`src/rtl/regfile_dump_reader.sv`:
```
// Walks the regfile debug port and streams each register as a 5-byte frame {addr, data[31:24..7:0]}.
// Latency: first byte valid 2 edges after start acceptance; 6 cycles per register when byte_ready stays high.
// Backpressure: byte_data/byte_valid hold until accepted; the sweep stalls on a low byte_ready.
module regfile_dump_reader #(
    parameter int NUM_REGS = 32,
    parameter int ADDR_W   = 5,
    parameter int DATA_W   = 32
) (
    input  logic              clk,
    input  logic              rst,
    input  logic              start,
    output logic [ADDR_W-1:0] debug_addr,
    input  logic [DATA_W-1:0] debug_data,
    output logic [7:0]        byte_data,
    output logic              byte_valid,
    input  logic              byte_ready,
    output logic              busy,
    output logic              done
);

    typedef enum logic [1:0] {
        IDLE  = 2'd0,
        FETCH = 2'd1,
        SEND  = 2'd2
    } state_t;

    localparam logic [ADDR_W-1:0] LAST_ADDR = ADDR_W'(NUM_REGS - 1);

    state_t              r_state;
    logic [ADDR_W-1:0]   r_addr;
    logic [DATA_W-1:0]   r_hold;
    logic [2:0]          r_idx;
    logic [7:0]          r_byte;
    logic                r_vld;
    logic                r_busy;
    logic                r_done;

    state_t              w_state;
    logic [ADDR_W-1:0]   w_addr;
    logic [DATA_W-1:0]   w_hold;
    logic [2:0]          w_idx;
    logic [7:0]          w_byte;
    logic                w_vld;
    logic                w_busy;
    logic                w_done;
    logic                w_accept;

    assign w_accept = r_vld & byte_ready;

    always_ff @(posedge clk or posedge rst) begin
        if (rst) begin
            r_state <= IDLE;
            r_addr  <= '0;
            r_hold  <= '0;
            r_idx   <= '0;
            r_byte  <= '0;
            r_vld   <= 1'b0;
            r_busy  <= 1'b0;
            r_done  <= 1'b0;
        end else begin
            r_state <= w_state;
            r_addr  <= w_addr;
            r_hold  <= w_hold;
            r_idx   <= w_idx;
            r_byte  <= w_byte;
            r_vld   <= w_vld;
            r_busy  <= w_busy;
            r_done  <= w_done;
        end
    end

    always_comb begin
        w_state = r_state;
        w_addr  = r_addr;
        w_hold  = r_hold;
        w_idx   = r_idx;
        w_byte  = r_byte;
        w_vld   = r_vld;
        w_busy  = r_busy;
        w_done  = 1'b0;

        case (r_state)
            IDLE: begin
                if (start) begin
                    w_state = FETCH;
                    w_addr  = '0;
                    w_busy  = 1'b1;
                end
            end

            // The register is snapshotted here; later writes never reach this frame.
            FETCH: begin
                w_hold  = debug_data;
                w_idx   = 3'd0;
                w_byte  = 8'(r_addr);
                w_vld   = 1'b1;
                w_state = SEND;
            end

            SEND: begin
                if (w_accept) begin
                    case (r_idx)
                        3'd0: begin
                            w_byte = r_hold[31:24];
                            w_idx  = 3'd1;
                        end
                        3'd1: begin
                            w_byte = r_hold[23:16];
                            w_idx  = 3'd2;
                        end
                        3'd2: begin
                            w_byte = r_hold[15:8];
                            w_idx  = 3'd3;
                        end
                        3'd3: begin
                            w_byte = r_hold[7:0];
                            w_idx  = 3'd4;
                        end
                        default: begin
                            w_vld = 1'b0;
                            if (r_addr == LAST_ADDR) begin
                                w_state = IDLE;
                                w_addr  = '0;
                                w_busy  = 1'b0;
                                w_done  = 1'b1;
                            end else begin
                                w_state = FETCH;
                                w_addr  = r_addr + 1'b1;
                            end
                        end
                    endcase
                end
            end

            default: begin
                w_state = IDLE;
            end
        endcase
    end

    assign debug_addr = r_addr;
    assign byte_data  = r_byte;
    assign byte_valid = r_vld;
    assign busy       = r_busy;
    assign done       = r_done;

endmodule

```
`config.mk`:
```
export PLATFORM = sky130hd
export DESIGN_NAME = regfile_dump_reader
export DESIGN_NICKNAME = d
export VERILOG_FILES = /design/src/rtl/regfile_dump_reader.sv
export SDC_FILE = /design/constraint.sdc
export NUM_CORES = 1
export LEC_CHECK = 0
export CORE_MARGIN = 1.5
export CORE_UTILIZATION = 46
export CTS_BUF_LIST = sky130_fd_sc_hd__clkbuf_16
export DETAILED_ROUTE_END_ITERATION = 8
export PLACE_DENSITY = 0.82
export SYNTH_ARGS = -nofsm -noshare
export SYNTH_HDL_FRONTEND = slang
export SYNTH_SLANG_ARGS = --single-unit
```
`constraint.sdc`:
```
create_clock -name clk -period 1.7 [get_ports clk]
set_input_delay 0.255 -clock clk [delete_from_list [all_inputs] [get_ports clk]]
set_output_delay 0.255 -clock clk [all_outputs]
set_load 0.03 [all_outputs]
```
==> metrics, run 1 <==
status=finished, final reports clean; Crit path arrival time=around 1.9 ns; Max Transition Viols Final=0; fin worst setup slack=0.0454 ns; initial antenna violation count=0; Synth Area per Inst=12.1 um2; Die Area=around 5800 um2; GR Overflow Total=0; Post-Synth XOR/XNOR Area=0; CTS root buffer=clkbuf_16; GR Util All Layers=0.188; Crit Path Max Fanout=4; CTS tree=built; Int Power=~0.0038 W; CTS sink count=53; placed insts=328; Reg clk slew, reported paths=0.07 ns; remaining antenna violation count=0; largest net degree at the start of global routing=26; Synth Cell Area=2450 um2; pre-CTS setup slack=-0.0260 ns; I/O Pins=52; Seq/Total Area, Yosys=0.540; crit path kind=reg -> reg; RSZ-0062 raised after global routing=false; CTS Buf Count=5; die width=76.1 um; dominant cell type by area after synthesis=dfrtp_1; final period utilization=0.973; Final Cell Area=3310 um2; mux cell area share after synthesis=0.182; P&R area growth vs syn=34.7%; ANT cells=0; Post-Route WL=5090 um; top post-synthesis cells by area=dfrtp_1, mux2_2, nand2_1; final non-filler cell total=337; detailed placer's ending HPWL=roughly 3700 um; Final Skew=0.00575 ns; # rows=26; First-pass DRT Iterations=4; vias in the first global route=1851; Post-Syn Instances=203; Vias=1806; Worst-Skew Late Latency=0.29 ns; CTS Hold Bufs=0; Post-synth top flop=dfrtp_1; hold slack final=between 0.2 and 0.3 ns; die height=roughly 76 um; layout cells sized above 1=0.277; r2r setup slk=0.05 ns; Core ar.=5140 um2; Worst EP required=1.93 ns; Net Count, Synth=241; worst slew pin tran=0.386 ns; placed cell area=roughly 3100 um2; Initial Util=0.478; first-pass GRT wire length=approximately 8600 um; EDFF count, synth=0; Worst R2R Path Depth=6; Compound-Gate Fraction of Synth Area=0.122; fmax=604 MHz; Comb pwr share=0.451; largest family of logic cells by synthesized area=multiplexers; power share of the clock group=0.165; FILL cells=about 420; P_leak=approximately 1.4 nW; CP startpoint kind=flip-flop; post-synthesis async set-or-reset flop share=1.00; P_sw=around 0.0021 W; YS warnings=0; top-area cell type share of the netlist area=0.540; gpl congestion=0.796; starting DRC count in detailed routing=67; Hold WC Path Type=in -> async; H-tree levels=2; Slew HR=0.741; commonest non-fill, non-tap cell in the layout=dfrtp_1; CTS max path bufs=2; #FFs+latches synth=between 50 and 60; most frequent cells in the layout=dfrtp_1, clkdlybuf4s50_1, mux2_2; port bufs=51; drt drc=0; wire per inst=roughly 15 um; Worst setup EP type=flip-flop; switch share=0.357; Adder-Cell Fraction of Synth Area=0.0102; Max VDD drop=0.829 mV; vias per cell=~5.4; sequential power share=0.385; Final Hold Viols=0; Final min period=approximately 1.7 ns; Setup-failing EPs final=0; synth unique cells=40; simple-gate portion of the synthesized area=0.105; Max-Cap Viols=0; final net count=304; power density over the cells=approximately 1800 nW/um2
==> worst max-delay path: stages, from the launching register on <==
cell and delay (ns):
dfrtp_2 0.44, ha_4 0.17, and3_1 0.18, ha_2 0.17, nand2b_4 0.15, or4_1 0.39
nand3_1 0.08
==> stage by stage <==
step | power (W) | TNS, ns | util
after floorplan | 0.00409 | 0 | -
after global placement | 0.00485 | -0.00385 | 0.613
after detailed placement | 0.00495 | -0.0260 | 0.613
after CTS | 0.00593 | 0 | 0.640
after global routing | 0.00628 | 0 | 0.643
final | 0.00590 | 0 | 0.643
==> final timing paths <==
kind	start	end
setup reg to reg	debug_addr[1]$_DFFE_PP0P_	debug_addr[3]$_DFFE_PP0P_
hold reg to reg	byte_data[1]$_DFFE_PP0P_	byte_data[1]$_DFFE_PP0P_
max in group asynchronous	rst	r_hold[7]$_DFFE_PP0N_
setup / recovery	debug_addr[1]$_DFFE_PP0P_	debug_addr[3]$_DFFE_PP0P_
hold / removal	rst	busy$_DFFE_PP0P_
min in group clk	byte_data[1]$_DFFE_PP0P_	byte_data[1]$_DFFE_PP0P_
==> kinds of logic after synthesis <==
| group | after synthesis |
|---|---|
| DFF | 53 |
| and+or+nand+nor | 47 |
| AOI/OAI and AO/OA | 44 |
| muxes | 40 |
| buffers and inverters | 17 |
| adders and majority gates | 2 |
==> synth_stat cells (2+ instances only) <==
master,n
o22ai_1,8
buf_2,7
nand3_1,8
dfrtp_1,53
o21ai_0,9
a21oi_1,7
o211ai_1,3
o211ai_2,2
nand2b_1,4
nor3b_1,4
o21a_1,5
nand2_1,15
inv_1,3
buf_4,3
mux2i_1,3
nor3_1,2
mux2_2,37
buf_6,2
and3_1,3
o21ai_1,4
ha_1,2
==> power by group through the flow <==
stage	sequential [W]	combinational, W	clock (W)
finish	0.00227	0.00266	0.000973
global route	0.00235	0.00288	0.00105
CTS	0.00227	0.00267	0.000997
detailed placement	0.00228	0.00267	0
global placement	0.00226	0.00259	0
floorplan	0.00244	0.00164	0
==> flip-flops by register name, indices dropped and copies added, names as in the netlist <==
register    flops
byte_data       8
done            1
debug_addr      5
byte_valid      1
r_idx           3
r_state         2
busy            1
r_hold         32
==> repair_timing <==
item,in CTS,in global routing
cloned,0,0
pin swaps,0,0
buffers inserted,0,1
resized for setup,1,3
setup endpoints to repair,1,4
==> final cells by class <==
cell class              instances  area (um2)  area share
clock buffers                   5         125      0.0379
clock inverters                 3        17.5     0.00530
inverters                       3        11.3     0.00341
multi-input cells             133        1050       0.318
flip-flops and latches         53        1330       0.402
well taps                      70        87.6      0.0265
repair buffers                 70         684       0.207
==> routing by layer <==
metal | GRT usage | share of wire
met1 | 0.230 | 0.44
met2 | 0.317 | 0.49
met3 | 0.0431 | 0.049
met4 | 0.0852 | 0.021
met5 | 0 | 0
No activity file was read; power rests on OpenSTA's default activity.
==> inputs of run 2 (changes only) <==
--- a/config.mk
+++ b/config.mk
@@ -5,7 +5,7 @@
 export SDC_FILE = /design/constraint.sdc
 export NUM_CORES = 1
 export LEC_CHECK = 0
-export CORE_MARGIN = 1.5
+export CORE_MARGIN = 4
 export CORE_UTILIZATION = 46
 export CTS_BUF_LIST = sky130_fd_sc_hd__clkbuf_16
 export DETAILED_ROUTE_END_ITERATION = 8
==> run 2 against run 1 <==
Compared with the run above: first-iteration DRC count rose by 28%; register-to-register slack gained 0.02 ns; cell count is 0.59% lower; final area is 0.64% lower; power decreased by 0.52%; count of clock-buffer cells in the layout unchanged; die area grew 14%; highest routed layer unchanged.
==> metrics, run 2 (synthesis results as in run 1) <==
status=finished, final reports clean (unchanged); initial antenna violation count=0 (unchanged); gpl congestion=0.749 (was 0.796); P_leak=1.39 nW (was 1.41 nW); max reg flops=32 (unchanged); worst slew pin tran=0.330 ns (was 0.386 ns); worst path bufs/invs=1 (was 0); largest net degree at the start of global routing=54 (was 26); commonest non-fill, non-tap cell in the layout=dfrtp_1 (unchanged); Hold WC Path Type=in -> async (unchanged); Slew HR=0.780 (was 0.741); hold slack final=0.332 ns (was 0.264 ns); Max-Cap Viols=0 (unchanged); vias in the first global route=1859 (was 1851); Comb pwr share=0.453 (was 0.451); GR Overflow Total=0 (unchanged); Max stage delay on crit path=0.69 ns (was 0.44 ns); final non-filler cell total=335 (was 337); power density over the cells=1790 nW/um2 (about the same); fmax=608 MHz (was 604 MHz); wire per inst=15.2 um (was 15.1 um); Post-Route WL=5110 um (was 5090 um); cell depth of the worst setup path=1 (was 6); CTS root buffer=clkbuf_16 (unchanged); Vias=1790 (was 1806); Worst R2R Path Depth=6 (unchanged); CTS sink count=53 (unchanged); Max Transition Viols Final=0 (unchanged); starting DRC count in detailed routing=86 (was 67); power share of the clock group=0.159 (was 0.165); CP delay by family, top=buffers and inverters (was simple AND/OR/NAND/NOR gates); Initial Util=0.478 (unchanged); Worst setup EP type=output pin (was flip-flop); detailed placer's ending HPWL=3830 um (was 3740 um); Int Power=0.00380 W (was 0.00379 W); CTS max path bufs=2 (unchanged); sequential power share=0.388 (was 0.385); remaining antenna violation count=0 (unchanged); Final Skew=0.00551 ns (was 0.00575 ns); switch share=0.353 (was 0.357); die height=81.1 um (was 76.1 um); vias per cell=5.34 (was 5.36); CTS Buf Count=5 (unchanged); I/O Pins=52 (unchanged); Final min period=1.64 ns (was 1.65 ns); P&R area growth vs syn=33.8% (was 34.7%); layout cells sized above 1=0.268 (was 0.277); CTS tree=built (unchanged); Largest Register=r_hold (unchanged); RSZ-0062 raised after global routing=false (unchanged); Crit Path Max Fanout=4 (unchanged); First-pass DRT Iterations=4 (unchanged); crit path kind=reg -> out (was reg -> reg); Die Area=6570 um2 (was 5780 um2); ANT cells=0 (unchanged); final period utilization=0.968 (was 0.973); post-CTS setup repair buffer count=0 (unchanged); Design Power=0.00587 W (was 0.00590 W); first-pass GRT wire length=8620 um (was 8580 um); final core area utilization=0.639 (was 0.643); Worst EP required=1.44 ns (was 1.93 ns); Setup-failing EPs final=0 (unchanged); placed insts=328 (unchanged); H-tree levels=2 (unchanged); drt drc=0 (unchanged); Max stage delay cell, worst path=clkdlybuf4s50_1 (was dfrtp_2); Max VDD drop=0.837 mV (was 0.829 mV); Final Hold Viols=0 (unchanged); GR Util All Layers=0.171 (was 0.188); Core ar.=5140 um2 (unchanged); P_sw=0.00208 W (was 0.00211 W); Reg clk slew, reported paths=0.06 ns (was 0.07 ns); CP startpoint kind=flip-flop (unchanged); Worst-Skew Late Latency=0.29 ns (about the same); die width=81.1 um (was 76.1 um); Crit path arrival time=1.39 ns (was 1.88 ns); final net count=303 (was 304); port bufs=51 (unchanged); most frequent cells in the layout=dfrtp_1, clkdlybuf4s50_1, mux2_2 (unchanged); # rows=26 (unchanged); CP cell instances=clkdlybuf4s50_1 (was ha_4 -> and3_1 -> ha_2 -> nand2b_4 -> or4_1 -> nand3_1)
[run 2: routing by layer]
metal	global-route usage	share of wire
met4	0.0591	0.014
met5	0	0
met3	0.0443	0.063
met2	0.288	0.50
met1	0.211	0.42
[run 2: stage by stage]
step,setup WS [ns],area (um2),TNS [ns]
after global placement,0.0117,3150,0
after CTS,0.0182,3280,0
after floorplan,0.00108,2480,0
after detailed placement,-0.0214,3150,-0.0214
final,0.0550,3280,0
after global routing,0.0128,3280,0
[run 2: final cells by class]
| cell class | count | area, um2 |
|---|---|---|
| multi-input cells | 133 | 1050 |
| clock buffers | 5 | 125 |
| flip-flops and latches | 53 | 1330 |
| clock inverters | 2 | 7.51 |
| inverters | 3 | 11.3 |
| fillers | 428 | 1860 |
| repair buffers | 69 | 672 |
| well taps | 70 | 87.6 |
[run 2: timing repair]
item	in CTS	in global routing
hold endpoints to repair	0	0
setup endpoints to repair	3	3
resized for setup	3	3
hold buffers	0	0
[run 2: worst register-to-register path: stages, from the launching register on]
cell and delay (ns):
dfrtp_2 0.42, ha_4 0.17, and3_1 0.18, ha_2 0.17
nand2b_4 0.15, or4_1 0.40, nand3_1 0.08
[run 2: final timing paths]
| path | startpoint | end | slack (ns) |
|---|---|---|---|
| worst max-delay path | debug_addr[4]$_DFFE_PP0P_ | debug_addr[4] | 0.06 |
| worst min-delay path | rst | done$_DFF_PP0_ | 0.33 |
| worst max register to register | debug_addr[1]$_DFFE_PP0P_ | debug_addr[3]$_DFFE_PP0P_ | 0.07 |
| worst min register to register | byte_data[1]$_DFFE_PP0P_ | byte_data[1]$_DFFE_PP0P_ | 0.50 |
| max in group asynchronous | rst | debug_addr[0]$_DFFE_PP0P_ | 1.11 |
| min in group clk | byte_data[1]$_DFFE_PP0P_ | byte_data[1]$_DFFE_PP0P_ | 0.50 |
[run 2: power groups by stage]
stage	sequential (W)	clock, W	combinational [W]
after floorplan	0.00244	0	0.00164
after global placement	0.00226	0	0.00263
after detailed placement	0.00230	0	0.00271
after CTS	0.00228	0.000955	0.00270
after global routing	0.00235	0.00101	0.00288
final	0.00228	0.000935	0.00266
